**src/rtl/uabc_2024_if.sv**
```systemverilog
// Tiny Tapeout harness bus for uabc_2024: enable, dedicated inputs/outputs
// and bidirectional pins. The harness side is the master and the design is the slave.
interface uabc_2024_if;
  logic       ena;
  logic [7:0] ui_in;
  logic [7:0] uo_out;
  logic [7:0] uio_in;
  logic [7:0] uio_out;
  logic [7:0] uio_oe;

  modport master (
    output ena, ui_in, uio_in,
    input  uo_out, uio_out, uio_oe
  );

  modport slave (
    input  ena, ui_in, uio_in,
    output uo_out, uio_out, uio_oe
  );
endinterface

```
**src/rtl/uabc_2024.sv**
```systemverilog
// Single-digit decimal counter shown on a 7-segment display. A programmable
// prescaler steps the digit up or down, and the dp bit toggles on each step.
module uabc_2024 #(
  parameter int PRESCALE_W = 24,
  parameter int CMP_SHIFT  = 16
) (
  input  logic       clk,
  input  logic       rst_n,
  uabc_2024_if.slave bus
);
  localparam int CMP_FULL_W = 8 + CMP_SHIFT;

  logic [CMP_FULL_W-1:0] cmp_full;
  logic [PRESCALE_W-1:0] cmp;
  logic [PRESCALE_W-1:0] cmp_last;
  logic [PRESCALE_W-1:0] presc_d, presc_q;
  logic [3:0]            digit_d, digit_q;
  logic                  dp_d, dp_q;
  logic                  halted;
  logic                  tick;
  logic                  dir;
  logic                  clr;
  logic [6:0]            seg;
  logic                  unused_uio;

  assign cmp_full = CMP_FULL_W'(bus.ui_in) << CMP_SHIFT;
  assign cmp      = PRESCALE_W'(cmp_full);
  assign cmp_last = cmp - PRESCALE_W'(1);

  // The >= compare lets a lowered period take effect on the very next edge
  assign halted = (bus.ui_in == 8'd0);
  assign tick   = !halted && (presc_q >= cmp_last);
  assign dir    = bus.uio_in[0];
  assign clr    = bus.uio_in[1];

  always_comb begin
    presc_d = presc_q;
    digit_d = digit_q;
    dp_d    = dp_q;
    if (bus.ena) begin
      if (clr) begin
        presc_d = '0;
        digit_d = 4'd0;
      end else if (halted) begin
        presc_d = '0;
      end else if (tick) begin
        presc_d = '0;
        dp_d    = ~dp_q;
        if (dir) begin
          digit_d = (digit_q == 4'd0) ? 4'd9 : digit_q - 4'd1;
        end else begin
          digit_d = (digit_q >= 4'd9) ? 4'd0 : digit_q + 4'd1;
        end
      end else begin
        presc_d = presc_q + PRESCALE_W'(1);
      end
    end
  end

  always_ff @(posedge clk or negedge rst_n) begin
    if (!rst_n) begin
      presc_q <= '0;
      digit_q <= 4'd0;
      dp_q    <= 1'b0;
    end else begin
      presc_q <= presc_d;
      digit_q <= digit_d;
      dp_q    <= dp_d;
    end
  end

  // Segment order is g..a with bit 0 = a
  always_comb begin
    seg = 7'h00;
    case (digit_q)
      4'd0:    seg = 7'h3F;
      4'd1:    seg = 7'h06;
      4'd2:    seg = 7'h5B;
      4'd3:    seg = 7'h4F;
      4'd4:    seg = 7'h66;
      4'd5:    seg = 7'h6D;
      4'd6:    seg = 7'h7D;
      4'd7:    seg = 7'h07;
      4'd8:    seg = 7'h7F;
      4'd9:    seg = 7'h6F;
      default: seg = 7'h00;
    endcase
  end

  assign bus.uo_out  = {dp_q, seg};
  assign bus.uio_out = {4'b0000, digit_q};
  assign bus.uio_oe  = 8'h0F;

  assign unused_uio = &{1'b0, bus.uio_in[7:2]};
endmodule

```
**src/flat_wrapper.sv**
```systemverilog
// flat-port wrapper written by rule: the top's interface ports become plain ports
module uabc_2024_flat 
#(
  parameter int PRESCALE_W = 24,
  parameter int CMP_SHIFT  = 16
)
  (clk, rst_n, bus_ena, bus_ui_in, bus_uio_in, bus_uo_out, bus_uio_out, bus_uio_oe);
  uabc_2024_if bus_i ();
  input  logic clk;
  input  logic rst_n;
  input wire logic [$bits(bus_i.ena)-1:0] bus_ena;
  input wire logic [$bits(bus_i.ui_in)-1:0] bus_ui_in;
  input wire logic [$bits(bus_i.uio_in)-1:0] bus_uio_in;
  output wire logic [$bits(bus_i.uo_out)-1:0] bus_uo_out;
  output wire logic [$bits(bus_i.uio_out)-1:0] bus_uio_out;
  output wire logic [$bits(bus_i.uio_oe)-1:0] bus_uio_oe;
  assign bus_i.ena = bus_ena;
  assign bus_i.ui_in = bus_ui_in;
  assign bus_i.uio_in = bus_uio_in;
  assign bus_uo_out = bus_i.uo_out;
  assign bus_uio_out = bus_i.uio_out;
  assign bus_uio_oe = bus_i.uio_oe;
  uabc_2024 #(.PRESCALE_W(PRESCALE_W), .CMP_SHIFT(CMP_SHIFT)) u_core (.clk(clk), .rst_n(rst_n), .bus(bus_i));
endmodule
```
**config.mk**
```make
export PLATFORM = sky130hd
export DESIGN_NAME = uabc_2024_flat
export DESIGN_NICKNAME = d
export VERILOG_FILES = /design/src/rtl/uabc_2024_if.sv /design/src/rtl/uabc_2024.sv /design/src/flat_wrapper.sv
export SDC_FILE = /design/constraint.sdc
export NUM_CORES = 1
export LEC_CHECK = 0
export ABC_AREA = 1
export CAP_MARGIN = 20
export CORE_MARGIN = 1.5
export CORE_UTILIZATION = 42
export CTS_BUF_LIST = sky130_fd_sc_hd__clkbuf_8
export DETAILED_ROUTE_END_ITERATION = 6
export PLACE_DENSITY = 0.62
export SYNTH_ARGS = -nofsm -noshare
export SYNTH_HDL_FRONTEND = slang
export SYNTH_SLANG_ARGS = --single-unit
```
**constraint.sdc**
```tcl
create_clock -name clk -period 3.8 [get_ports clk]
set_input_delay 0.57 -clock clk [delete_from_list [all_inputs] [get_ports clk]]
set_output_delay 0.57 -clock clk [all_outputs]
set_load 0.1 [all_outputs]
```
==> results_dict.tcl, run 1 <==
set metrics [dict create \
    routed_wl_um 5354 \
    post_drt_wl_per_cell_um 11.69 \
    root_buffer "clkbuf_8" \
    antenna_found_initial 0 \
    hold_viol 0 \
    rsz0062_at_grt "no" \
    tightestPinTransition_ns 0.9635 \
    drive_gt1_share_pct 11.49 \
    tns_ns 0 \
    clk_pin_slew_ns 0.06 \
    ir_drop_mv 0.5146 \
    yosys-top-cells-count "96 x nand2_1, 40 x inv_1, 31 x nor2_1" \
    synth-seq-cells 29 \
    synth_top_area_share_pct 28.61 \
    ys_top_cells_by_area "dfrtp_1 29%, nand2_1 14%, ha_1 9.4%, inv_1 5.9%, xor2_1 5.5%" \
    grt_pass1_vias 2082 \
    drtIter0Drc 167 \
    maxCapViolations 0 \
    die-area_um2 6513 \
    cts_resized 0 \
    numCtsBuffers 5 \
    outcome "complete, no violations" \
    dp.cells 450 \
    nets 420 \
    leakage_uw 0.001368 \
    crit_path_end_kind "register" \
    cp-start-kind "input pin" \
    setup_viol 0 \
    via_per_inst 4.895 \
    start_util_pct 43.09 \
    yosysWarnings 0 \
    numPortBuffers 24 \
    whs_ns 0.4769 \
    postSynthAreaPerCell_um2 7.065 \
    antenna_cells 0 \
    ys_seq_area_share_pct 28.61 \
    crit_arrival_ns 3.20 \
    post_cts_buffers 0 \
    synth_most_common_cell "nand2_1" \
    hp-class "reg -> reg" \
    timing.fmax_mhz 331.9 \
    worstPathRequired_ns 3.99 \
    synth_area_um2 2536 \
    grt_max_degree 30 \
    final_area_um2 2864 \
    fill_cells 583 \
    insertion_delay_ns 0.28 \
    synth_flop_cell "dfrtp_1" \
    grt_first_pass_wirelength_um 9321 \
    cts_max_path_buffers 2 \
    min_period_ns 3.013 \
    power.density_nw_per_um2 457.4 \
    clock-sinks 29 \
    dr.pass1.iters 4 \
    post-dp-hpwl_um 4036 \
    ios 43 \
    min_period_over_period_pct 79.30 \
    std_cell_rows 28 \
    finClkSkew_ns 0.007874 \
    async_flop_share_pct 100.0 \
    maxSlewHeadroom_pct 35.57 \
    instances_no_fill 458 \
    vias 2242 \
    drv_slew 0 \
    synthCells 359 \
    cts_tree "done" \
    drc 0 \
    htreeDepth 2 \
    grt_overflow 0 \
    die_w_um 80.71 \
    syn_to_final_growth_pct 12.93 \
    holdBufCountCts 0 \
    core_area_um2 5886 \
    placed_area_um2 2763 \
    synth_top_cell_by_area "dfrtp_1" \
    gp_congestion 0.8769 \
    synth_edf_count 0 \
    ys_types 28 \
    path_max_fanout 15 \
    crit_type "in -> reg" \
    antenna_left 0 \
    grtUsageTotal_pct 18.32 \
    die_h_um 80.71 \
]
placed cells by master, fill, tap and decap left out, types with 5 or more instances in the layout:
cell type | netlist | routed
a21oi_1 | 9 | 9
buf_4 | 18 | 9
clkbuf_8 | 0 | 7
clkdlybuf4s50_1 | 0 | 17
conb_1 | 2 | 12
dfrtp_1 | 29 | 29
ha_1 | 19 | 19
inv_1 | 40 | 40
nand2_1 | 96 | 96
nand2_2 | 7 | 7
nand3_1 | 25 | 25
nor2_1 | 31 | 31
nor2_2 | 6 | 6
nor3_1 | 5 | 5
o21ai_0 | 14 | 12
o21ai_1 | 8 | 10
o22ai_1 | 6 | 6
xor2_1 | 16 | 16
critical path, stage by stage:
cell and delay [ns]:
clkdlybuf4s50_1 0.49, inv_1 0.08, ha_1 0.25, nand2_1 0.10, xor2_1 0.16, inv_1 0.06, ha_1 0.26, nand2_1 0.08
inv_1 0.04, nand2_1 0.05, nand2_1 0.04, a21oi_1 0.22, nand3_2 0.35, inv_2 0.24, nand3_1 0.09, o21ai_0 0.10
cell families (layout without fill, tap and decap cells):
logic type               Yosys count  after routing  share of synthesized area (%)
AND/OR/NAND/NOR                  185            185                          34.09
buffers and inverters             63             77                          11.99
AO/OA/AOI/OAI                     41             41                          8.683
flip-flops                        29             29                          28.61
adder cells (fa/ha/maj)           19             19                          9.374
XOR/XNOR                          19             19                          6.561
other                              2             12                         0.2961
multiplexers                       1              1                         0.3947
sequential cells by signal, summed over array words and instances, names as in the netlist:
| name | flops |
|---|---|
| u_core.dp_q | 1 |
| u_core.presc_q | 24 |
| u_core.digit_q | 4 |
path summary, 6_finish.rpt:
check,from,endpoint,slack (ns),cells after the start
setup / recovery,bus_ui_in[0],u_core.presc_q[5],0.79,16
hold / removal,u_core.dp_q,u_core.dp_q,0.48,1
setup reg to reg,u_core.presc_q[21],u_core.presc_q[5],1.69,10
hold reg to reg,u_core.dp_q,u_core.dp_q,0.48,1
max in group asynchronous,rst_n,u_core.presc_q[23],2.85,2
min in group asynchronous,rst_n,u_core.presc_q[2],0.67,2
power breakdown:
group	internal (uW)	total, uW	leakage [uW]	switching (uW)
clock network	163	280	0.0000542	116
registers	323	359	0.000400	35.8
logic	142	672	0.000914	530
total	629	1310	0.00137	682
layer usage:
metal | GRT usage, % | share of wire, % | wire (um)
met4 | 5.690 | 1.3 | 68
met3 | 3.864 | 4.2 | 226
met2 | 28.49 | 44 | 2355
met1 | 25.38 | 51 | 2704
met5 | 0 | 0 | 0
stage by stage:
| stage | power (uW) | setup WS (ns) | util (%) |
|---|---|---|---|
| 2_1_floorplan | 913.2 | 0.1802 | - |
| 3_3_place_gp | 1033 | 0.5375 | 46.94 |
| 3_5_place_dp | 1034 | 0.4799 | 46.94 |
| 4_1_cts | 1319 | 0.7543 | 48.66 |
| 5_1_grt | 1389 | 0.5410 | 48.66 |
| 6_report | 1310 | 0.7867 | 48.66 |
cell type report:
cell class / count / area, um^2 / area share [%]
clock buffers: 7 / 96.34 / 3.364
clock inverters: 1 / 5.005 / 0.1747
inverters: 43 / 161.4 / 5.636
flip-flops and latches: 29 / 725.7 / 25.34
multi-input cells: 277 / 1544 / 53.91
well taps: 75 / 93.84 / 3.277
repair buffers: 26 / 237.7 / 8.301
(Power assumes the default switching activity.)
==> inputs of run 2 (changes only) <==
PLACE_DENSITY = 0.64   (was 0.62)
clock period = 2.6 ns   (was 3.8 ns; I/O delays follow)
==> run 2 against run 1 <==
Effect of this change:
- via count is 3.8% higher
- utilization increased by 4.2 points
- non-clock buffer count rose by 18
- largest power group unchanged
- power increased by 58%
- highest routed layer unchanged
- combinational power up 70%
- sequential power increased by 47%
- critical path type unchanged
- count of clock-buffer cells in the layout stayed put
- worst setup slack lost 0.68 ns
==> results_dict.tcl, run 2 (synthesized netlist as in run 1, its figures left out) <==
set metrics [dict create \
    outcome "complete, no violations" \
    reg2reg_slack_ns 0.76 \
    dp.cells 465 \
    leakage_uw 0.001504 \
    cts_max_path_buffers 2 \
    grt_max_degree 30 \
    hold_viol 0 \
    r2r_start "u_core.presc_q[21]" \
    core_area_um2 5886 \
    std_cell_rows 28 \
    gp_congestion 0.8646 \
    vias 2328 \
    die_h_um 80.71 \
    grt_first_pass_wirelength_um 9301 \
    grtUsageTotal_pct 18.38 \
    clk_pin_slew_ns 0.07 \
    die-area_um2 6513 \
    syn_to_final_growth_pct 22.59 \
    placed_area_um2 2958 \
    cp-start-kind "input pin" \
    cts_tree "done" \
    crit_path_start "bus_ui_in[1]" \
    grt_pass1_vias 2154 \
    timing.fmax_mhz 400.7 \
    final_area_um2 3109 \
    path_max_fanout 5 \
    worst_slack_ns 0.1044 \
    antenna_cells 0 \
    ios 43 \
    numCtsBuffers 5 \
    power.density_nw_per_um2 665.9 \
    crit_path_end_kind "register" \
    setup_viol 0 \
    dp_slack_ns -0.2230 \
    instances_no_fill 476 \
    post-dp-hpwl_um 4245 \
    clock-sinks 29 \
    max_stage_delay_ns 0.42 \
    crit_type "in -> reg" \
    tns_ns 0 \
    drv_slew 0 \
    grt_overflow 0 \
    final_common_cell "nand2_1" \
    worstPathRequired_ns 2.77 \
    ir_drop_mv 0.9410 \
    die_w_um 80.71 \
    post_drt_wl_per_cell_um 11.76 \
    routed_wl_um 5597 \
    nets 438 \
    min_period_ns 2.496 \
    maxCapViolations 0 \
    antenna_found_initial 0 \
    insertion_delay_ns 0.29 \
    crit_arrival_ns 2.66 \
    layout_common_cells "95 x nand2_1, 39 x inv_1, 27 x buf_4, 27 x dfrtp_1, 26 x nor2_1" \
    via_per_inst 4.891 \
    cp_cell_sequence "clkdlybuf4s50_1 -> nor2_1 -> nand2_1 -> nor2_2 -> nand3_1 -> xor2_1 -> ha_1 -> nand2_2 -> nor2_2 -> nand2_1 -> nor2_2 -> nand2_2 -> nand2_2 -> nand2_4 -> buf_4 -> nand3_1 -> nand2_1" \
    numPortBuffers 24 \
    antenna_left 0 \
    critical_path.top_delay_family "simple AND/OR/NAND/NOR gates" \
    drc 0 \
    drive_gt1_share_pct 20.45 \
    min_period_over_period_pct 95.98 \
    finClkSkew_ns 0.01016 \
    slowest_stage "clkdlybuf4s50_1" \
    largest_reg_flops 24 \
    worst-path-buf-inv 2 \
    drtIter0Drc 135 \
    hp-class "in -> async" \
    dr.pass1.iters 4 \
    root_buffer "clkbuf_8" \
    start_util_pct 43.09 \
    largest_register "u_core.presc_q" \
    top_regs "u_core.presc_q x24, u_core.digit_q x4, u_core.dp_q x1" \
    htreeDepth 2 \
]
run 2: area by class of cell:
| class | count | area (um^2) |
|---|---|---|
| flip-flops and latches | 29 | 728.2 |
| clock inverters | 1 | 5.005 |
| clock buffers | 7 | 96.34 |
| fillers | 578 | 2776 |
| inverters | 43 | 161.4 |
| multi-input cells | 277 | 1597 |
| well taps | 75 | 93.84 |
| repair buffers | 44 | 427.9 |
run 2: stage by stage:
stage / total power, uW / hold slack [ns] / utilization [%]
CTS: 2084 / 0.4936 / 51.98
global placement: 1666 / 0.4765 / 50.26
detailed placement: 1668 / 0.5006 / 50.26
global route: 2177 / 0.5177 / 52.83
finish: 2070 / 0.4859 / 52.83
floorplan: 1367 / 0.09441 / -
run 2: power by group:
group,internal [uW],switching (uW)
Combinational,319,820
Clock,239,166
Sequential,474,52.1
Total,1030,1040
run 2: path summary, 6_finish.rpt:
path                            cells past startpoint                  to
worst min-delay path                                2   u_core.presc_q[2]
min in group clk                                    1         u_core.dp_q
worst max-delay path                               17  u_core.presc_q[12]
worst max register to register                     11  u_core.presc_q[12]
worst min register to register                      1         u_core.dp_q
max in group asynchronous                           2   u_core.digit_q[1]
run 2: per-layer routing:
layer | routed length, um | vias up | global-route usage, % | share of wire [%]
li1 | - | 1199 | - | -
met1 | 2693 | 1064 | 25.05 | 48
met2 | 2573 | 56 | 29.75 | 46
met3 | 250 | 9 | 3.409 | 4.5
met4 | 79 | 0 | 5.172 | 1.4
met5 | 0 | - | 0 | 0
run 2: repair_timing:
item | 4_1_cts | 5_1_grt
hold buffers | 0 | 0
endpoints found under the setup margin | 0 | 27
buffers inserted | 0 | 3
resized for setup | 0 | 11
==> inputs of run 3 (changes only) <==
MAX_ROUTING_LAYER = met4   (was unset)
PLACE_DENSITY = unset   (was 0.64)
PLACE_DENSITY_LB_ADDON = 0.25   (was unset)
==> run 3 against run 2 <==
Effect of this change:
- sequential share of layout area about the same
- first-iteration DRC count decreased by 27%
- clock skew decreased by 0.0046 ns
- count of clock-buffer cells in the layout decreased by 1
- largest cell class unchanged
- global-route usage increased by 0.65 points
- combinational power about the same
- register-to-register slack improved by 0.02 ns
- power decreased by 2.8%
- worst setup slack improved by 0.13 ns
- final area about the same
- fmax increased by 5.6%
- critical path depth decreased by 1
==> results_dict.tcl, run 3 (synthesized netlist as in run 1, its figures left out) <==
set metrics [dict create \
    outcome "complete, no violations" \
    crit_path_end_kind "register" \
    drv_slew 0 \
    die_h_um 80.71 \
    reg2reg_slack_ns 0.78 \
    post_drt_wl_per_cell_um 11.74 \
    setup_viol 0 \
    antenna_left 0 \
    combPwrFrac_pct 55.8 \
    clock-sinks 29 \
    crit_type "in -> reg" \
    dp_slack_ns -0.2477 \
    post-dp-hpwl_um 4213 \
    timing.fmax_mhz 423.1 \
    power.density_nw_per_um2 647.6 \
    nets 437 \
    core_area_um2 5886 \
    hold_viol 0 \
    worst_slack_ns 0.2363 \
    ir_drop_mv 0.8781 \
    cts_max_path_buffers 2 \
    gp_congestion 0.8742 \
    min_period_over_period_pct 90.91 \
    dp.cells 464 \
    largest_reg_flops 24 \
    hp-class "reg -> reg" \
    min_period_ns 2.364 \
    top_regs "u_core.presc_q x24, u_core.digit_q x4, u_core.dp_q x1" \
    drtIter0Drc 99 \
    holdBufCountCts 0 \
    power_uw 2013 \
    routed_wl_um 5564 \
    antenna_found_initial 0 \
    crit_path_start "bus_ui_in[4]" \
    syn_to_final_growth_pct 22.55 \
    grt_max_degree 30 \
    grtUsageTotal_pct 19.03 \
    rr_endpoint "u_core.digit_q[3]" \
    tns_ns 0 \
    htreeDepth 2 \
    finClkSkew_ns 0.005559 \
    final_common_cell "nand2_1" \
    crit_path_end "u_core.digit_q[3]" \
    clk_pin_slew_ns 0.06 \
    worstPathRequired_ns 2.82 \
    vias 2296 \
    insertion_delay_ns 0.28 \
    die_w_um 80.71 \
    numCtsBuffers 5 \
    grt_first_pass_wirelength_um 9287 \
    instances_no_fill 474 \
    root_buffer "clkbuf_8" \
    maxCapViolations 0 \
    r2r_cells 13 \
    drc 0 \
    start_util_pct 43.09 \
    largest_register "u_core.presc_q" \
    grt_overflow 0 \
    dr.pass1.iters 4 \
    die-area_um2 6513 \
    numPortBuffers 24 \
    crit_arrival_ns 2.58 \
    ios 43 \
    cts_tree "done" \
    drive_gt1_share_pct 19.80 \
    layout_common_cells "95 x nand2_1, 39 x inv_1, 27 x dfrtp_1, 26 x nor2_1, 26 x buf_4" \
    grt_pass1_vias 2011 \
    antenna_cells 0 \
    path_max_fanout 5 \
    p_switching_uw 1033 \
    via_per_inst 4.844 \
    leakage_uw 0.001526 \
    seq_power_share_pct 26.1 \
    std_cell_rows 28 \
    r2r_start "u_core.presc_q[17]" \
    final_util_pct 52.81 \
    cp-start-kind "input pin" \
    p_sw_share_pct 51.31 \
    p_int_uw 979.8 \
    clkPwrFrac_pct 18.1 \
]
[run 3: changes by cell type in the layout (fill, tap and decap cells not counted), sizes merged]
cell,delta
clkdlybuf4s50,-3
dlymetal6s2s,+3
buf,-1
clkbuf,-1
clkinv,-1
inv,+1
[run 3: how the worst min path moves through the flow]
stage | start | to | slack, ns | cells after the start
2_1_floorplan | rst_n | u_core.digit_q[0] | 0.09 | 0
3_3_place_gp | u_core.dp_q | u_core.dp_q | 0.48 | 1
3_5_place_dp | u_core.dp_q | u_core.dp_q | 0.47 | 1
4_1_cts | u_core.dp_q | u_core.dp_q | 0.48 | 1
5_1_grt | u_core.dp_q | u_core.dp_q | 0.50 | 1
6_report | u_core.dp_q | u_core.dp_q | 0.47 | 1
[run 3: cell type report]
type | count | area, um^2
fillers | 546 | 2778
multi-input cells | 277 | 1610
flip-flops and latches | 29 | 728.2
repair buffers | 43 | 427.9
inverters | 43 | 161.4
well taps | 75 | 93.84
clock buffers | 6 | 82.58
clock inverters | 1 | 3.754
[run 3: critical path: stages]
cell	delay (ns)
clkdlybuf4s50_1	0.43
nor2_2	0.11
buf_4	0.11
nand3_1	0.08
xor2_1	0.15
ha_1	0.32
a21oi_1	0.16
nand2_1	0.08
a21oi_2	0.18
buf_4	0.15
nand2_2	0.06
nand2_4	0.10
nand2_4	0.07
nand2_4	0.07
nand2_1	0.05
nand2_1	0.07
[run 3: per-layer routing]
| metal | routed length, um | vias up | global-route usage [%] |
|---|---|---|---|
| li1 | - | 1202 | - |
| met1 | 2745 | 1047 | 25.79 |
| met2 | 2546 | 41 | 29.24 |
| met3 | 211 | 6 | 3.750 |
| met4 | 61 | 0 | 4.655 |
| met5 | 0 | - | - |
[run 3: what timing repair did]
| item | in CTS | in global routing |
|---|---|---|
| resized for setup | 0 | 16 |
| endpoints found under the setup margin | 0 | 29 |
| setup buffers | 0 | 3 |
[run 3: power groups by stage]
stage               Clock (uW)  Combinational [uW]  Sequential, uW
floorplan                    0                 754             613
global route               402                1190             532
CTS                        380                1120             525
finish                     365                1120             525
global placement             0                1110             532
detailed placement           0                1110             533
[run 3: metrics by stage]
stage	hold slack [ns]	area, um^2
finish	0.4737	3108
global route	0.5047	3108
CTS	0.4810	3037
detailed placement	0.4687	2950
global placement	0.4760	2950
floorplan	0.09441	2606
==> edit, RTL diff (settings of run 1) <==
`PRESCALE_W` is set to 24 in 2 places; all go to 36.
--- a/src/rtl/uabc_2024.sv
+++ b/src/rtl/uabc_2024.sv
@@ -1,7 +1,7 @@
 // Single-digit decimal counter shown on a 7-segment display. A programmable
 // prescaler steps the digit up or down, and the dp bit toggles on each step.
 module uabc_2024 #(
-  parameter int PRESCALE_W = 24,
+  parameter int PRESCALE_W = 36,
   parameter int CMP_SHIFT  = 16
 ) (
   input  logic       clk,
--- a/src/flat_wrapper.sv
+++ b/src/flat_wrapper.sv
@@ -1,7 +1,7 @@
 // flat-port wrapper written by rule: the top's interface ports become plain ports
 module uabc_2024_flat 
 #(
-  parameter int PRESCALE_W = 24,
+  parameter int PRESCALE_W = 36,
   parameter int CMP_SHIFT  = 16
 )
   (clk, rst_n, bus_ena, bus_ui_in, bus_uio_in, bus_uo_out, bus_uio_out, bus_uio_oe);
Check against the original RTL: same outputs for any inputs over 10 cycles, from zero or initial values and one cycle with rst_n low; that may be too few to reach the edited logic, so the function may still have changed.
==> edit against run 1 <==
- synthesized cell count grew 31%
- sequential share of layout area shrank 0.33 points
- routed wire length grew 46%
- critical path type unchanged
- critical path depth is the same
- fmax shrank 11%
- area after synthesis grew 48%
- clock skew grew 0.0038 ns
- worst setup slack lost 0.37 ns
- largest cell class unchanged
- hold slack lost 0.073 ns
- sequential cell count grew 12
- power grew 38%
- count of clock-buffer cells in the layout shrank 1
- highest routed layer unchanged
- design area grew 43%
==> edit: results (changes against run 1) <==
Status:
- The run finished with clean final reports.

Power:
- The worst IR drop on VDD is 0.679 mV (+32%).
- The leakage power was 1.86 nW (+36%).
- The net switching component of the power is 0.000946 W (+39%).
- The share of power burned in registers is 27.9% (+0.5 points).
- The power in combinational cells is 0.000929 W (+38%).

Global routing:
- The maximum number of pins on one net before global-route repair is 42 (+40%).
- The met2 usage is 29.0% (+0.52 points).
- The global-route met3 utilization is 2.73% (-1.1 points).
- The met1 layer usage reported by global route is 24.4% (-0.99 points).
- The number of global-route vias before repair is 2905 (+40%).
- The total track usage is 17.5% (-0.80 points).
- The global-route wire length before repair is 13800 um (+48%).

Cells and area:
- The net count reported at finish is 544 (+30%).
- In the final layout, the registers with the most flip-flops are u_core.presc_q x36, u_core.digit_q x4, u_core.dp_q x1.
- The share of final-layout standard cells stronger than drive strength 1 is 18.0% (+6.5 points).

Drt:
- The total met2 wirelength after detailed routing is 3690 um (+57%).
- The mean routed wirelength per cell was 13.0 um (+11%).
- The routed length on met1 is 3840 um (+42%).
- The ratio of routed vias to standard cells was 5.03 (+2.7%).
- The detailed-route wire length is 7830 um (+46%).
- The met3 wire length is 230 um (+1.8%).
- The violation count after the first detailed-routing iteration came to 126 (-25%).

Synth:
- The per-instance average area after synthesis came to 7.96 um2 (+13%).
- By area the synthesized netlist is led by sky130_fd_sc_hd__dfrtp_1 27%, sky130_fd_sc_hd__nand2_1 12%, sky130_fd_sc_hd__ha_1 10%.
- After synthesis, the most frequently instantiated cells are 120 x sky130_fd_sc_hd__nand2_1, 44 x sky130_fd_sc_hd__inv_1, 41 x sky130_fd_sc_hd__dfrtp_1.
- For this run, the leading register cell type out of synthesis is sky130_fd_sc_hd__dfrtp_1.
- The fraction of the yosys area taken by sequential cells is 27.3% (-1.3 points).
- The number of unique standard cell types used by synthesis is 38 (+36%).
- The warning count from the yosys run is 0 (unchanged).

Timing:
- The achievable clock frequency is 0.296 GHz (-11%).
- The post-route clock skew is 0.0117 ns (+0.00385 ns).
- The number of hold violations in the final report is 0 (unchanged).
- The worst-margin pin slew came to 0.969 ns (+0.00560 ns).

Floorplan:
- The number of cell rows is 34 (+21%).

Place:
- The worst setup timing slack at the placement stage was 0.103 ns (-0.377 ns).
- The routability-driven placement congestion ratio came to 0.804 (-8.3%).
- The total half-perimeter wirelength after legalization and detailed placement is 5970 um (+48%).
- The number of buffers inserted by port buffering is 24 (unchanged).

Critical path:
- The maximum net fanout on the critical path came to 30 (+15).
- The family of cells with the greatest summed delay on the critical path is simple AND/OR/NAND/NOR gates.
- The data arrival time of the worst path was 3.62 ns (+0.42 ns).
- The worst reg-to-reg path cell count came to 12 (+2).

Clock network:
- The clock slew seen by the registers of the worst setup and hold paths was 0.09 ns (+0.03 ns).
- The maximum clock insertion buffer count is 2 (unchanged).
- The clock latency reported for the late side of the worst-skew pair is 0.30 ns (+0.02 ns).
- The root buffer cell chosen for the clock tree is sky130_fd_sc_hd__clkbuf_8.
- The maximum level of the CTS H-tree is 2 (unchanged).

Hold path:
- In this run the worst hold path is classified as input pin to async pin.
==> edit: cell count changes after synthesis, sizes merged, moves of 7 or more <==
cell / run 1 / this run
dfrtp: 29 / 41
ha: 19 / 31
nand2: 107 / 128
nor2: 40 / 50
o21ai: 22 / 32
xnor2: 3 / 11
xor2: 16 / 23
==> edit: logic make-up (layout without fill, tap and decap cells) <==
| kind of cell | count (synthesis) | in the layout | share of synthesized area, % |
|---|---|---|---|
| buf+inv | 70 | 83 | 9.59 |
| other cells | 2 | 12 | 0.200 |
| fa+ha+maj | 31 | 31 | 10.3 |
| flops | 41 | 41 | 27.3 |
| simple gates | 230 | 230 | 31.5 |
| compound gates | 64 | 64 | 13.2 |
| xor+xnor | 34 | 34 | 7.93 |
==> edit: final timing paths <==
check                              startpoint            endpoint  slack (ns)
max                              bus_ui_in[0]  u_core.presc_q[22]        0.42
min                                     rst_n   u_core.presc_q[9]        0.40
max reg2reg                u_core.presc_q[23]  u_core.presc_q[22]        1.75
min reg2reg                       u_core.dp_q         u_core.dp_q        0.49
max in group asynchronous               rst_n  u_core.presc_q[34]        2.79
min in group clk                  u_core.dp_q         u_core.dp_q        0.49
==> edit: cell type report <==
| type | instances | area (um2) |
|---|---|---|
| clock buffers | 6 | 82.6 |
| clock inverters | 2 | 33.8 |
| fillers | 881 | 4580 |
| inverters | 49 | 184 |
| multi-input cells | 371 | 2410 |
| flip-flops and latches | 41 | 1030 |
| well taps | 108 | 135 |
| repair buffers | 26 | 233 |
==> edit: metrics by stage <==
step                      utilization [%]  cell area [um2]  hold slack, ns  power, W
after floorplan                         -             3790           0.274   0.00127
after global placement               45.9             3990           0.463   0.00144
after detailed placement             45.9             3990           0.475   0.00144
after CTS                            47.3             4100           0.439   0.00182
after global routing                 47.3             4100           0.488   0.00189
final                                47.3             4100           0.404   0.00181
